File: config.mk
export PLATFORM = sky130hd
export DESIGN_NAME = divide_pipe_top_flat
export DESIGN_NICKNAME = d
export VERILOG_FILES = /design/src/rtl/divide_pkg.sv /design/src/rtl/divide_if.sv /design/src/rtl/divide_core.sv /design/src/rtl/divide_pipe_top.sv /design/src/flat_wrapper.sv
export SDC_FILE = /design/constraint.sdc
export NUM_CORES = 1
export LEC_CHECK = 0
export ABC_AREA = 1
export CORE_MARGIN = 2
export CORE_UTILIZATION = 45
export DETAILED_ROUTE_END_ITERATION = 10
export RECOVER_POWER = 25
export SETUP_SLACK_MARGIN = 0.3
export SKIP_CTS_REPAIR_TIMING = 1
export SYNTH_ARGS = -nofsm -noshare
export SYNTH_HDL_FRONTEND = slang
export SYNTH_SLANG_ARGS = --single-unit
File: constraint.sdc
create_clock -name clock -period 4.3 [get_ports clock]
set_input_delay 1.29 -clock clock [delete_from_list [all_inputs] [get_ports clock]]
set_output_delay 1.29 -clock clock [all_outputs]
set_load 0.01 [all_outputs]
File: src/rtl/divide_pkg.sv
// Shared types and constants for the signed fixed-point divider:
// status flags, engine state encoding and saturation bounds.
package divide_pkg;

    typedef enum logic [1:0] {
        IDLE = 2'd0,
        CALC = 2'd1,
        FIN  = 2'd2
    } state_t;

    localparam int FLAG_DBZ = 1;
    localparam int FLAG_OVF = 0;

    typedef struct packed {
        logic dbz;
        logic ovf;
    } flags_t;

    // Bit patterns of the largest positive and most negative w-bit values;
    // min_neg also equals the largest negative magnitude 2^(w-1).
    function automatic logic [63:0] max_pos(input int w);
        return (64'd1 << (w - 1)) - 64'd1;
    endfunction

    function automatic logic [63:0] min_neg(input int w);
        return 64'd1 << (w - 1);
    endfunction

endpackage

File: src/rtl/divide_if.sv
// Upstream FWFT read port and downstream result-queue port of the divider.
interface divide_if #(
    parameter int D_BITS    = 32,
    parameter int OUT_DEPTH = 16
);
    logic signed [D_BITS-1:0]    dividend;
    logic signed [D_BITS-1:0]    divisor;
    logic                        in_empty;
    logic                        in_rd_en;
    logic                        out_empty;
    logic                        out_rd_en;
    logic signed [D_BITS-1:0]    out_dout;
    logic [1:0]                  out_flags;
    logic [$clog2(OUT_DEPTH):0]  out_count;

    modport master (
        output dividend, divisor, in_empty, out_rd_en,
        input  in_rd_en, out_empty, out_dout, out_flags, out_count
    );

    modport slave (
        input  dividend, divisor, in_empty, out_rd_en,
        output in_rd_en, out_empty, out_dout, out_flags, out_count
    );
endinterface

File: src/rtl/divide_core.sv
// Iterative restoring divider on operand magnitudes: IDLE latches operands,
// CALC resolves BITS_PER_CYCLE quotient bits per cycle, FIN signs/saturates.
module divide_core
    import divide_pkg::*;
#(
    parameter int Q_BITS         = 10,
    parameter int D_BITS         = 32,
    parameter int BITS_PER_CYCLE = 2
) (
    input  logic                     clock,
    input  logic                     reset,
    input  logic                     start,
    input  logic signed [D_BITS-1:0] dividend,
    input  logic signed [D_BITS-1:0] divisor,
    output logic                     idle,
    output logic                     wr_en,
    output logic signed [D_BITS-1:0] wr_data,
    output flags_t                   wr_flags
);
    localparam int N    = D_BITS + Q_BITS;
    localparam int ITER = N / BITS_PER_CYCLE;
    localparam int CW   = $clog2(ITER + 1);
    localparam logic [D_BITS-1:0] MAX_POS = D_BITS'(max_pos(D_BITS));
    localparam logic [D_BITS-1:0] MIN_NEG = D_BITS'(min_neg(D_BITS));

    state_t            state_q, state_d;
    logic [CW-1:0]     cnt_q, cnt_d;
    logic [N-1:0]      num_q, num_d, num_t;
    logic [D_BITS:0]   rem_q, rem_d, rem_t;
    logic [D_BITS-1:0] den_q, den_d;
    logic              sn_q, sn_d, sd_q, sd_d;
    logic [D_BITS-1:0] abs_n, abs_d;
    logic [D_BITS+1:0] fin;

    // Returns {flags, result}. mag is the unsigned quotient magnitude, or the
    // latched dividend magnitude when the divisor was zero.
    function automatic logic [D_BITS+1:0] finish_result(
        input logic [N-1:0] mag,
        input logic         den_zero,
        input logic         neg_n,
        input logic         neg_d
    );
        flags_t            fl;
        logic [D_BITS-1:0] res;
        logic              neg;
        fl  = '0;
        res = '0;
        neg = (neg_n ^ neg_d) && (mag != '0);
        if (den_zero) begin
            fl.dbz = 1'b1;
            if (mag != '0)
                res = neg_n ? MIN_NEG : MAX_POS;
        end else if (!neg && (mag > {{Q_BITS{1'b0}}, MAX_POS})) begin
            fl.ovf = 1'b1;
            res    = MAX_POS;
        end else if (neg && (mag > {{Q_BITS{1'b0}}, MIN_NEG})) begin
            fl.ovf = 1'b1;
            res    = MIN_NEG;
        end else begin
            res = neg ? -mag[D_BITS-1:0] : mag[D_BITS-1:0];
        end
        return {fl, res};
    endfunction

    // Unsigned view makes -2^(D_BITS-1) map onto its exact magnitude.
    assign abs_n = dividend[D_BITS-1] ? $unsigned(-dividend) : $unsigned(dividend);
    assign abs_d = divisor[D_BITS-1]  ? $unsigned(-divisor)  : $unsigned(divisor);

    always_comb begin
        state_d = state_q;
        cnt_d   = cnt_q;
        num_d   = num_q;
        rem_d   = rem_q;
        den_d   = den_q;
        sn_d    = sn_q;
        sd_d    = sd_q;
        num_t   = num_q;
        rem_t   = rem_q;
        wr_en   = 1'b0;
        fin     = '0;
        case (state_q)
            IDLE: begin
                if (start) begin
                    num_d   = {abs_n, {Q_BITS{1'b0}}};
                    den_d   = abs_d;
                    rem_d   = '0;
                    sn_d    = dividend[D_BITS-1];
                    sd_d    = divisor[D_BITS-1];
                    cnt_d   = '0;
                    state_d = (divisor == '0) ? FIN : CALC;
                end
            end
            CALC: begin
                // num holds untouched dividend bits above, quotient bits below.
                for (int b = 0; b < BITS_PER_CYCLE; b++) begin
                    rem_t = {rem_t[D_BITS-1:0], num_t[N-1]};
                    num_t = {num_t[N-2:0], 1'b0};
                    if (rem_t >= {1'b0, den_q}) begin
                        rem_t    = rem_t - {1'b0, den_q};
                        num_t[0] = 1'b1;
                    end
                end
                num_d = num_t;
                rem_d = rem_t;
                cnt_d = cnt_q + CW'(1);
                if (cnt_q == CW'(ITER - 1))
                    state_d = FIN;
            end
            FIN: begin
                wr_en   = 1'b1;
                fin     = finish_result(num_q, den_q == '0, sn_q, sd_q);
                state_d = IDLE;
            end
            default: state_d = IDLE;
        endcase
    end

    always_ff @(posedge clock or posedge reset) begin
        if (reset) begin
            state_q <= IDLE;
            cnt_q   <= '0;
        end else begin
            state_q <= state_d;
            cnt_q   <= cnt_d;
        end
    end

    always_ff @(posedge clock) begin
        num_q <= num_d;
        rem_q <= rem_d;
        den_q <= den_d;
        sn_q  <= sn_d;
        sd_q  <= sd_d;
    end

    assign idle     = (state_q == IDLE);
    assign wr_data  = fin[D_BITS-1:0];
    assign wr_flags = fin[D_BITS+1:D_BITS];

endmodule

File: src/rtl/divide_pipe_top.sv
// Signed fixed-point divider: upstream pop gating, one divide_core engine,
// and a circular FWFT result queue of OUT_DEPTH entries.
module divide_pipe_top
    import divide_pkg::*;
#(
    parameter int Q_BITS         = 10,
    parameter int D_BITS         = 32,
    parameter int BITS_PER_CYCLE = 2,
    parameter int OUT_DEPTH      = 16
) (
    input logic  clock,
    input logic  reset,
    divide_if.slave io
);
    localparam int AW   = $clog2(OUT_DEPTH);
    localparam int CNTW = AW + 1;
    localparam int EW   = D_BITS + 2;

    logic                     core_idle;
    logic                     start;
    logic                     wr_en;
    logic                     pop;
    logic                     empty;
    logic signed [D_BITS-1:0] wr_data;
    flags_t                   wr_flags;
    logic [EW-1:0]            mem_q [OUT_DEPTH];
    logic [EW-1:0]            head;
    logic [AW-1:0]            wr_ptr_q, wr_ptr_d;
    logic [AW-1:0]            rd_ptr_q, rd_ptr_d;
    logic [CNTW-1:0]          count_q, count_d;

    // Only one division is ever in flight, so gating the start on free space
    // guarantees the FIN write never meets a full queue.
    assign start = core_idle && !reset && !io.in_empty && (count_q < CNTW'(OUT_DEPTH));
    assign empty = (count_q == '0);
    assign pop   = io.out_rd_en && !empty;

    divide_core #(
        .Q_BITS         (Q_BITS),
        .D_BITS         (D_BITS),
        .BITS_PER_CYCLE (BITS_PER_CYCLE)
    ) u_core (
        .clock    (clock),
        .reset    (reset),
        .start    (start),
        .dividend (io.dividend),
        .divisor  (io.divisor),
        .idle     (core_idle),
        .wr_en    (wr_en),
        .wr_data  (wr_data),
        .wr_flags (wr_flags)
    );

    always_comb begin
        wr_ptr_d = wr_ptr_q;
        rd_ptr_d = rd_ptr_q;
        count_d  = count_q;
        if (wr_en)
            wr_ptr_d = wr_ptr_q + AW'(1);
        if (pop)
            rd_ptr_d = rd_ptr_q + AW'(1);
        case ({wr_en, pop})
            2'b10:   count_d = count_q + CNTW'(1);
            2'b01:   count_d = count_q - CNTW'(1);
            default: count_d = count_q;
        endcase
    end

    always_ff @(posedge clock or posedge reset) begin
        if (reset) begin
            wr_ptr_q <= '0;
            rd_ptr_q <= '0;
            count_q  <= '0;
        end else begin
            wr_ptr_q <= wr_ptr_d;
            rd_ptr_q <= rd_ptr_d;
            count_q  <= count_d;
        end
    end

    always_ff @(posedge clock) begin
        if (wr_en)
            mem_q[wr_ptr_q] <= {wr_flags, wr_data};
    end

    // Head is masked while empty so stale storage never shows on the outputs.
    assign head         = mem_q[rd_ptr_q];
    assign io.in_rd_en  = start;
    assign io.out_empty = empty;
    assign io.out_count = count_q;
    assign io.out_dout  = empty ? '0 : head[D_BITS-1:0];
    assign io.out_flags = empty ? '0 : head[EW-1:D_BITS];

endmodule

File: src/flat_wrapper.sv
// flat-port wrapper written by rule: the top's interface ports become plain ports
module divide_pipe_top_flat import divide_pkg::*;
#(
    parameter int Q_BITS         = 10,
    parameter int D_BITS         = 32,
    parameter int BITS_PER_CYCLE = 2,
    parameter int OUT_DEPTH      = 16
)
  (clock, reset, io_dividend, io_divisor, io_in_empty, io_out_rd_en, io_in_rd_en, io_out_empty, io_out_dout, io_out_flags, io_out_count);
  divide_if #(.D_BITS(D_BITS), .OUT_DEPTH(OUT_DEPTH)) io_i ();
  input logic clock;
  input logic reset;
  input wire logic [$bits(io_i.dividend)-1:0] io_dividend;
  input wire logic [$bits(io_i.divisor)-1:0] io_divisor;
  input wire logic [$bits(io_i.in_empty)-1:0] io_in_empty;
  input wire logic [$bits(io_i.out_rd_en)-1:0] io_out_rd_en;
  output wire logic [$bits(io_i.in_rd_en)-1:0] io_in_rd_en;
  output wire logic [$bits(io_i.out_empty)-1:0] io_out_empty;
  output wire logic [$bits(io_i.out_dout)-1:0] io_out_dout;
  output wire logic [$bits(io_i.out_flags)-1:0] io_out_flags;
  output wire logic [$bits(io_i.out_count)-1:0] io_out_count;
  assign io_i.dividend = io_dividend;
  assign io_i.divisor = io_divisor;
  assign io_i.in_empty = io_in_empty;
  assign io_i.out_rd_en = io_out_rd_en;
  assign io_in_rd_en = io_i.in_rd_en;
  assign io_out_empty = io_i.out_empty;
  assign io_out_dout = io_i.out_dout;
  assign io_out_flags = io_i.out_flags;
  assign io_out_count = io_i.out_count;
  divide_pipe_top #(.Q_BITS(Q_BITS), .D_BITS(D_BITS), .BITS_PER_CYCLE(BITS_PER_CYCLE), .OUT_DEPTH(OUT_DEPTH)) u_core (.clock(clock), .reset(reset), .io(io_i));
endmodule
==> run metrics <==
nets@finish=approximately 4000; Synth area leader=edfxtp_1; number of synthesized flops with an enable pin=652; initial antenna violation count=0; Yosys Warn Count=0; CP endpoint kind=primary output; family with the most delay on the worst path=buffers and inverters; Die Width=between 200 and 300 um; Final Max Slew Viols=359; num rows=between 100 and 150; Max Clock Freq=0.235 GHz; Worst path slowest cell=clkdlybuf4s50_1; worst path bufs/invs=4; die height=280 um; outcome=complete, but fails checks; Final Cycle Share=slightly below 100%; ys flop type=edfxtp_1; async set or reset register ratio after synthesis=2.98%; Initial Util=45.3%; clock sinks=672; P_leak=about 16 nW; dpl hpwl=63.6 mm; gp weighted congestion=0.957; max cap viols=15; top cells by area, synth=edfxtp_1 (57%), nor2_1 (6.0%), nand2_1 (5.9%); Largest stage delay, worst path=0.58 ns; vias in the first global route=~25000; CP Cell Sequence=buf_6 > buf_4 > clkbuf_16 > nor2_1 > o221ai_1 > nand3_1 > a21oi_2 > clkdlybuf4s50_1; Synth-to-Final Area Change=26.6%; Yosys top cell area share=between 50% and 60%; grt total ovfl=0; maximum vdd drop=548 uV; routed vias=roughly 28000; IO buf count=~110; final wirelength=106 mm; Vias per Instance=5.67; CTS buffer count=73; flops & latches, synth=672; Req. time, crit path=3.01 ns; register area share after synthesis=58.5%; Comb pwr share=between 60 and 70%; Top Ports=between 100 and 150; failing checks=max-capacitance violations, max-slew violations; first-pass GRT wire length=148 mm; final core occ=57.4%; P per Cell Area=888 nW/um^2; final number of setup-violating endpoints=0; post-layout min period=4.26 ns; clock latency on the worst-skew pair=0.63 ns; Worst slew margin=-93.4%; syn_nets=3658; TritonCTS clock tree=done; skew final=0.0302 ns; CP Launch Type=flop; # DRC=0; final-layout fill cell count=between 6000 and 7000; net switching power=around 17 mW; type of the most critical hold path=flop to flop; Mapped Area=34300 um^2; die area=78500 um^2; Post-DRT Antenna Nets=0; Avg WL per Cell=21.8 um; Worst EP arrival=a little under 3 ns; H-tree depth=3; cell internal pwr=21.8 mW; setup TNS=0 ns; critical path type=flop to primary output; CTS root buf=clkbuf_16; average instance area after synthesis=just under 10 um^2; switch share=roughly 44%; Synth cell types=between 50 and 60; core area=75700 um^2; sequential share of power=between 20% and 30%; Synth Instances=around 3500; Tightest Pin Transition=2.90 ns; hold violation total from the final report=0; Total GRT Usage=24.6%; share of layout cells above drive strength 1=20.3%; largest net degree at the start of global routing=~120; Clock Tree Buf Depth=3; Clock Pin Slew Worst Setup and Hold Paths=0.06 ns; top-count cell post-synth=edfxtp_1; Antenna Cells=0; Total Power=38.6 mW; Commonest cells post-synth=edfxtp_1 (652), nor2_1 (551), nand2_1 (543); Crit Path Max Fanout=15; unrepaired setup endpoints after global routing=yes; clock power share=15.8%; Starting DRT DRC Count=approximately 2800; Pre-antenna DRT Iters=5
## logic make-up after synthesis
family	share of synthesized area (%)
fa+ha+maj	3.02
compound gates	12.6
flops	58.5
simple gates	17.3
buf+inv	5.54
xor+xnor	2.99
## power groups by stage
stage,Clock [mW],Sequential (mW),Combinational [mW]
final,6.11,9.13,23.3
after CTS,6.17,9.04,17.6
after global routing,6.41,9.19,25.1
after floorplan,0,8.96,11.0
after detailed placement,0,9.17,17.5
after global placement,0,9.17,17.5
## worst register-to-register path: cells and delay by family (launching register included)
kind                     cells  cell delay [ns]
AO/OA/AOI/OAI                1             0.09
XOR/XNOR                     2             0.44
adder cells (fa/ha/maj)      2             0.71
buffers and inverters        4             0.53
flip-flops                   1             0.48
AND/OR/NAND/NOR             15             1.73
## worst paths after layout
path                                        start                  endpoint  slack, ns  cells past startpoint
max reg2reg                u_core.u_core.rem_q[0]   u_core.u_core.rem_q[21]       0.06                     24
min reg2reg                u_core.u_core.cnt_q[4]    u_core.u_core.cnt_q[4]       0.54                      2
min                        u_core.u_core.cnt_q[4]    u_core.u_core.cnt_q[4]       0.54                      2
max                            u_core.rd_ptr_q[0]           io_out_dout[24]       0.04                      8
max in group asynchronous                   reset        u_core.rd_ptr_q[1]       2.20                      2
min in group asynchronous                   reset  u_core.u_core.state_q[0]       1.40                      2
## layout by cell type, fill, tap and decap left out, types with 9 or more instances in the layout
cell	n
o22ai_1	33
o211ai_1	13
o21ai_0	362
nor3_1	25
o21ai_1	10
a21o_1	9
nand3_1	170
buf_12	22
clkdlybuf4s50_1	75
nor2_2	20
clkinv_1	15
nand2_4	22
nand2_1	458
clkinv_2	12
dlymetal6s2s_1	24
xor2_1	68
nand2_2	71
dfrtp_1	17
nand3_2	31
o21bai_1	10
nand4_1	32
nor2_4	13
a21oi_2	36
buf_4	221
nor2_1	523
inv_2	55
a21oi_4	9
clkbuf_1	23
clkbuf_16	97
nand3b_1	9
o21ai_2	18
ha_4	58
ha_1	20
edfxtp_1	652
a21oi_1	112
o221ai_1	107
buf_6	21
xnor2_1	44
inv_1	247
nor4_1	17
## layer usage
metal  vias up  global-route usage [%]  part of all wire (%)
met5         -                       0                     0
met4         0                    7.68                   3.3
met3       198                    2.81                   6.3
met2      1000                    40.1                    48
met1     13500                    34.5                    43
li1      13000                       -                     -
## layout make-up
cell class              instances  area [um^2]  share of cell area [%]
clock inverters                39          365                   0.841
clock buffers                  91         1950                    4.48
repair buffers                420         4370                    10.1
repair inverters                1         16.3                  0.0375
flip-flops and latches        672        20100                    46.3
multi-input cells            2364        14200                    32.7
well taps                     978         1220                    2.82
inverters                     308         1200                    2.76
## sequential cells by signal, indices dropped and copies added, names as in the netlist
signal                 count
u_core.io.out_count        5
u_core.mem_q             544
u_core.rd_ptr_q            4
u_core.u_core.cnt_q        5
u_core.u_core.den_q       32
u_core.u_core.num_q       42
u_core.u_core.rem_q       32
u_core.u_core.sd_q         1
u_core.u_core.sn_q         1
u_core.u_core.state_q      2
u_core.wr_ptr_q            4
## per-stage QoR
| stage | instances | area, um^2 | setup slack [ns] | hold WS (ns) |
|---|---|---|---|---|
| finish | 4873 | 43400 | 0.0397 | 0.544 |
| floorplan | 3509 | 34300 | 0.564 | 0.455 |
| global route | 4873 | 43400 | -0.0744 | 0.562 |
| CTS | 4768 | 40200 | -0.244 | 0.547 |
| detailed placement | 4638 | 37900 | -0.0149 | 0.534 |
| global placement | 4638 | 37900 | -0.0431 | 0.524 |
Note: power is estimated with default switching activity, not from simulation.
